### src/rtl/step_gen_pkg.sv
// Shared constants for the step generator: step index width, filter counter
// width and active-low seven-segment patterns ({g,f,e,d,c,b,a}).
package step_gen_pkg;

   localparam int MAX_STEPS  = 10;
   localparam int STEP_W     = 4;
   localparam int FILT_CNT_W = 4;

   localparam logic [6:0] SEG_0     = 7'b1000000;
   localparam logic [6:0] SEG_1     = 7'b1111001;
   localparam logic [6:0] SEG_2     = 7'b0100100;
   localparam logic [6:0] SEG_3     = 7'b0110000;
   localparam logic [6:0] SEG_4     = 7'b0011001;
   localparam logic [6:0] SEG_5     = 7'b0010010;
   localparam logic [6:0] SEG_6     = 7'b0000010;
   localparam logic [6:0] SEG_7     = 7'b1111000;
   localparam logic [6:0] SEG_8     = 7'b0000000;
   localparam logic [6:0] SEG_9     = 7'b0010000;
   localparam logic [6:0] SEG_BLANK = 7'h7F;

   // Codes above 9 render blank, so 4'hF doubles as the "blank digit" code.
   function automatic logic [6:0] seg_decode(input logic [3:0] i_digit);
      case (i_digit)
         4'd0:    seg_decode = SEG_0;
         4'd1:    seg_decode = SEG_1;
         4'd2:    seg_decode = SEG_2;
         4'd3:    seg_decode = SEG_3;
         4'd4:    seg_decode = SEG_4;
         4'd5:    seg_decode = SEG_5;
         4'd6:    seg_decode = SEG_6;
         4'd7:    seg_decode = SEG_7;
         4'd8:    seg_decode = SEG_8;
         4'd9:    seg_decode = SEG_9;
         default: seg_decode = SEG_BLANK;
      endcase
   endfunction

endpackage

### src/rtl/pulse_conditioner.sv
// Synchroniser + consecutive-sample glitch filter + rising-edge strobe for a
// noisy asynchronous input. rst is asynchronous, active-low.
module pulse_conditioner
   import step_gen_pkg::*;
#(
   parameter int SYNC_STAGES   = 2,
   parameter int FILTER_CYCLES = 2
) (
   input  logic clk,
   input  logic rst,
   input  logic din,
   output logic rise
);

   logic [SYNC_STAGES-1:0] r_sync;
   logic [FILT_CNT_W-1:0]  r_cnt;
   logic                   r_filt;
   logic                   r_filt_d;
   logic                   w_synced;
   logic [FILT_CNT_W-1:0]  w_cnt_inc;

   assign w_synced  = r_sync[SYNC_STAGES-1];
   assign w_cnt_inc = r_cnt + FILT_CNT_W'(1);

   // Any sample agreeing with the filtered level restarts the run count.
   always_ff @(posedge clk or negedge rst) begin
      if (!rst) begin
         r_sync   <= '0;
         r_cnt    <= '0;
         r_filt   <= 1'b0;
         r_filt_d <= 1'b0;
      end else begin
         r_sync   <= {r_sync[SYNC_STAGES-2:0], din};
         r_filt_d <= r_filt;
         if (w_synced == r_filt) begin
            r_cnt <= '0;
         end else if (w_cnt_inc >= FILT_CNT_W'(FILTER_CYCLES)) begin
            r_filt <= w_synced;
            r_cnt  <= '0;
         end else begin
            r_cnt <= w_cnt_inc;
         end
      end
   end

   assign rise = r_filt & ~r_filt_d;

endmodule

### src/rtl/step_gen_top.sv
// Step generator top: N decode from sw, modulo-N step counter and optional
// seven-segment display (compiled in when STEP_GEN_DISPLAY_EN is defined).
module step_gen_top #(
   parameter int SYNC_STAGES   = 2,
   parameter int FILTER_CYCLES = 2,
   parameter int MAX_STEPS     = step_gen_pkg::MAX_STEPS,
   parameter int REFRESH_BITS  = 18
) (
   input  logic                             clk,
   input  logic                             rst,
   input  logic                             pulse_in,
   input  logic [MAX_STEPS-1:0]             sw,
   output logic [3:0]                       an,
   output logic [6:0]                       seg,
   output logic [step_gen_pkg::STEP_W-1:0]  step_out
);

   import step_gen_pkg::*;

   if (SYNC_STAGES < 2 || FILTER_CYCLES < 1 || FILTER_CYCLES > 15 ||
       REFRESH_BITS < 2 || MAX_STEPS < 1 || MAX_STEPS > 15) begin : g_param_check
      $error("step_gen_top: parameter out of range");
   end

   logic              w_rise;
   logic [STEP_W-1:0] w_n;
   logic [STEP_W-1:0] r_step;

   pulse_conditioner #(
      .SYNC_STAGES   (SYNC_STAGES),
      .FILTER_CYCLES (FILTER_CYCLES)
   ) u_cond (
      .clk  (clk),
      .rst  (rst),
      .din  (pulse_in),
      .rise (w_rise)
   );

   // Highest set switch wins; no switch set means a single step.
   always_comb begin
      w_n = STEP_W'(1);
      for (int i = 0; i < MAX_STEPS; i++) begin
         if (sw[i]) w_n = STEP_W'(i + 1);
      end
   end

   always_ff @(posedge clk or negedge rst) begin
      if (!rst) begin
         r_step <= '0;
      end else if (w_rise) begin
         r_step <= (r_step >= w_n - STEP_W'(1)) ? '0 : r_step + STEP_W'(1);
      end else if (r_step >= w_n) begin
         r_step <= '0;
      end
   end

   assign step_out = r_step;

`ifdef STEP_GEN_DISPLAY_EN
   logic [REFRESH_BITS-1:0] r_refresh;
   logic [3:0]              r_an;
   logic [6:0]              r_seg;
   logic [1:0]              w_sel;
   logic [3:0]              w_tens;
   logic [3:0]              w_units;
   logic [3:0]              w_an;
   logic [3:0]              w_digit;

   assign w_sel   = r_refresh[REFRESH_BITS-1 -: 2];
   assign w_tens  = (w_n >= 4'd10) ? 4'd1 : 4'hF;
   assign w_units = (w_n >= 4'd10) ? w_n - 4'd10 : w_n;

   always_comb begin
      w_an    = 4'b1111;
      w_digit = 4'hF;
      case (w_sel)
         2'd3: begin w_an = 4'b0111; w_digit = w_tens;  end
         2'd2: begin w_an = 4'b1011; w_digit = w_units; end
         2'd1: begin w_an = 4'b1101; w_digit = 4'hF;    end
         default: begin w_an = 4'b1110; w_digit = r_step; end
      endcase
   end

   // Outputs are registered so every anode stays dark while in reset.
   always_ff @(posedge clk or negedge rst) begin
      if (!rst) begin
         r_refresh <= '0;
         r_an      <= 4'b1111;
         r_seg     <= SEG_BLANK;
      end else begin
         r_refresh <= r_refresh + REFRESH_BITS'(1);
         r_an      <= w_an;
         r_seg     <= seg_decode(w_digit);
      end
   end

   assign an  = r_an;
   assign seg = r_seg;
`else
   assign an  = 4'b1111;
   assign seg = SEG_BLANK;
`endif

endmodule

### config.mk
export PLATFORM = sky130hd
export DESIGN_NAME = step_gen_top
export DESIGN_NICKNAME = d
export VERILOG_FILES = /design/src/rtl/step_gen_pkg.sv /design/src/rtl/pulse_conditioner.sv /design/src/rtl/step_gen_top.sv
export SDC_FILE = /design/constraint.sdc
export NUM_CORES = 1
export LEC_CHECK = 0
export ABC_AREA = 1
export CORE_MARGIN = 2
export CORE_UTILIZATION = 30
export DETAILED_ROUTE_END_ITERATION = 10
export PLACE_DENSITY_LB_ADDON = 0.05
export SLEW_MARGIN = 0
export SYNTH_ARGS = -nofsm -noshare
export SYNTH_HDL_FRONTEND = slang
export SYNTH_SLANG_ARGS = --single-unit
### constraint.sdc
create_clock -name clk -period 1.2 [get_ports clk]
set_input_delay 0.18 -clock clk [delete_from_list [all_inputs] [get_ports clk]]
set_output_delay 0.18 -clock clk [all_outputs]
set_load 0.05 [all_outputs]
==> out/metrics.csv <==
metric,value,unit
status,finished with violations,
violations,setup timing,
hpwl,1.43,mm
antenna_found_initial,0,
layout_min_cycle_time,1650,ps
coreArea,3030,um^2
final_max_slew_viol_count,0,
portBuffers,15,
chipWidth,60.3,um
rsz0062_at_grt,true,
initial_core_util,31.4,%
yosysTopAreaCellShare,31.6,%
ys_ff_latch,12,
syn_avg_cell_area,8.20,um^2
postRouteAntennaNets,0,
yosysTopAreaCell,dfrtp_1,
drive_gt1_share,37.5,%
power_leakage,0.784,nW
grt_pass1_wl,2.99,mm
cts_hold_buf,0,
dr.pass1.iters,2,
setup_violations,6,
ys_top_cells_by_area,"dfrtp_1 32%, ha_1 16%, inv_1 9.9%",
gp_congestion,0.740,
crit_path_end_kind,register,
synthCells,116,
clk-insertion-delay-late,260,ps
powerDensity,1420,nW/um^2
first_iter_violations,13,
route.detailed.drc,0,
htreeDepth,1,
rows,20,
cts.sink_count,12,
areaGrowthSynthToFinish,53.7,%
fmax,605,MHz
first_global_vias,748,
ctsRootBufferMaster,clkbuf_4,
timing.final.ws_setup,-452,ps
die_h,60.3,um
ir_drop,0.00125,V
cts_tree,yes,
fin_crit_sh,138,%
synth_edf_count,0,
syn_area,951,um^2
hold_class,input pin to asynchronous set/reset pin,
nNetsFinal,186,
crit_type,input pin to register,
yosysWarnings,0,
vias,790,
synth_cell_types,21,
cp_data_required_time,1390,ps
grt_max_degree,13,
clockBufferDepth,2,
numCtsBuffers,3,
path_clk_slew,70,ps
hold_viol,0,
routedWlPerCell,8.46,um
timing.setup.tns,-1810,ps
grt.overflow.total,0,
fin_util,48.3,%
synth_ff_type,dfrtp_1,
crit_fanout,4,
drv_cap,0,
num_antenna_cells,0,
avgViaCountPerCell,3.87,
crit_path_start_kind,input pin,
grt_usage,11.1,%
ios,28,
synthArstFlopShare,100,%
wl,1.73,mm
die_area,3640,um^2
clock_skew,1.31,ps
yosysSeqAreaShare,31.6,%
worstPathArrival,1840,ps
==> stage by stage <==
step	total power, W	instances	setup slack, ps	hold WS, ps	area, um^2
global placement	0.00169	197	-1260	336	1360
detailed placement	0.00170	197	-1240	343	1360
global route	0.00225	204	-590	216	1460
CTS	0.00207	205	-506	203	1440
floorplan	0.00118	128	-490	-116	1040
finish	0.00208	204	-452	203	1460
==> cells in the final DEF (no fill, tap or decap), drive strengths merged, types with 2 or more instances in the layout <==
| cell | netlist | routed |
|---|---|---|
| xor2 | 4 | 4 |
| o21ai | 6 | 6 |
| nand4 | 5 | 5 |
| clkdlybuf4s50 | 0 | 2 |
| nor2 | 7 | 7 |
| dlygate4sd2 | 0 | 3 |
| a21oi | 4 | 4 |
| nor3 | 2 | 2 |
| dfrtp | 12 | 12 |
| buf | 11 | 33 |
| nand2 | 18 | 18 |
| inv | 25 | 25 |
| ha | 12 | 12 |
| conb | 2 | 14 |
| clkbuf | 0 | 4 |
| xnor2 | 2 | 2 |
| nand3 | 4 | 4 |
==> registers in the layout (all words and copies together), names as in the netlist <==
signal	flops
u_cond.r_cnt	4
u_cond.r_filt	1
step_out	4
u_cond.r_sync	2
u_cond.r_filt_d	1
==> what timing repair did <==
| action | 4_1_cts | 5_1_grt |
|---|---|---|
| endpoints found under the setup margin | 6 | 8 |
| gates cloned | 0 | 0 |
| pin swaps | 19 | 13 |
| setup buffers | 4 | 1 |
| resized for setup | 36 | 6 |
==> cell type report <==
class / count / area, um^2
clock buffer: 4 / 36.3
tap: 44 / 55.1
fill: 297 / 1570
inverter: 25 / 101
multi-input combinational: 80 / 601
timing repair buffer: 39 / 368
sequential: 12 / 300
==> Yosys cell counts (3+ instances only) <==
library cell and number:
inv_1 25, nand2_1 16, dfrtp_1 12, ha_1 12, buf_4 11, nand4_1 5
nand3_1 4, nor2_1 4, o21ai_0 4, xor2_1 4, a21oi_2 3
==> final timing paths <==
kind | from | to | slack, ps | cells past startpoint
max | sw[6] | step_out[2]$_DFFE_PN0P_ | -450 | 14
min | rst | step_out[1]$_DFFE_PN0P_ | 200 | 2
max reg2reg | step_out[1]$_DFFE_PN0P_ | step_out[0]$_DFFE_PN0P_ | -240 | 6
min reg2reg | u_cond.r_sync[0]$_DFF_PN0_ | u_cond.r_sync[1]$_DFF_PN0_ | 360 | 0
max in group asynchronous | rst | u_cond.r_cnt[1]$_DFF_PN0_ | 850 | 2
min in group clk | pulse_in | u_cond.r_sync[0]$_DFF_PN0_ | 350 | 1
==> critical path, stage by stage <==
cell and delay [ps]:
clkdlybuf4s15_1 220, inv_1 50, nand2_1 70, nand2_2 60
a21oi_2 160, inv_2 70, ha_4 160, xnor2_2 120
ha_1 270, nand2_1 90, inv_2 60, a21oi_4 150
nand4_1 100, o21ai_1 80
==> where the power goes <==
part           internal (W)  switching [W]
Clock              0.000184       0.000117
Sequential         0.000466      0.0000578
Combinational      0.000588       0.000662
Total               0.00124       0.000837
==> cell families after synthesis <==
logic type               share of synthesized area, %
adder cells (fa/ha/maj)                          15.8
other                                           0.790
buffers and inverters                            18.6
AND/OR/NAND/NOR                                  19.7
XOR/XNOR                                         5.53
AO/OA/AOI/OAI                                    8.03
flip-flops                                       31.6
==> routing by layer <==
metal	part of all wire, %	routed length, um	global-route usage [%]
met5	0	0	0
met4	0.75	13	1.90
met3	7.0	120	3.90
met2	45	784	18.3
met1	47	807	14.1
Power figures use the tool's default switching activity.
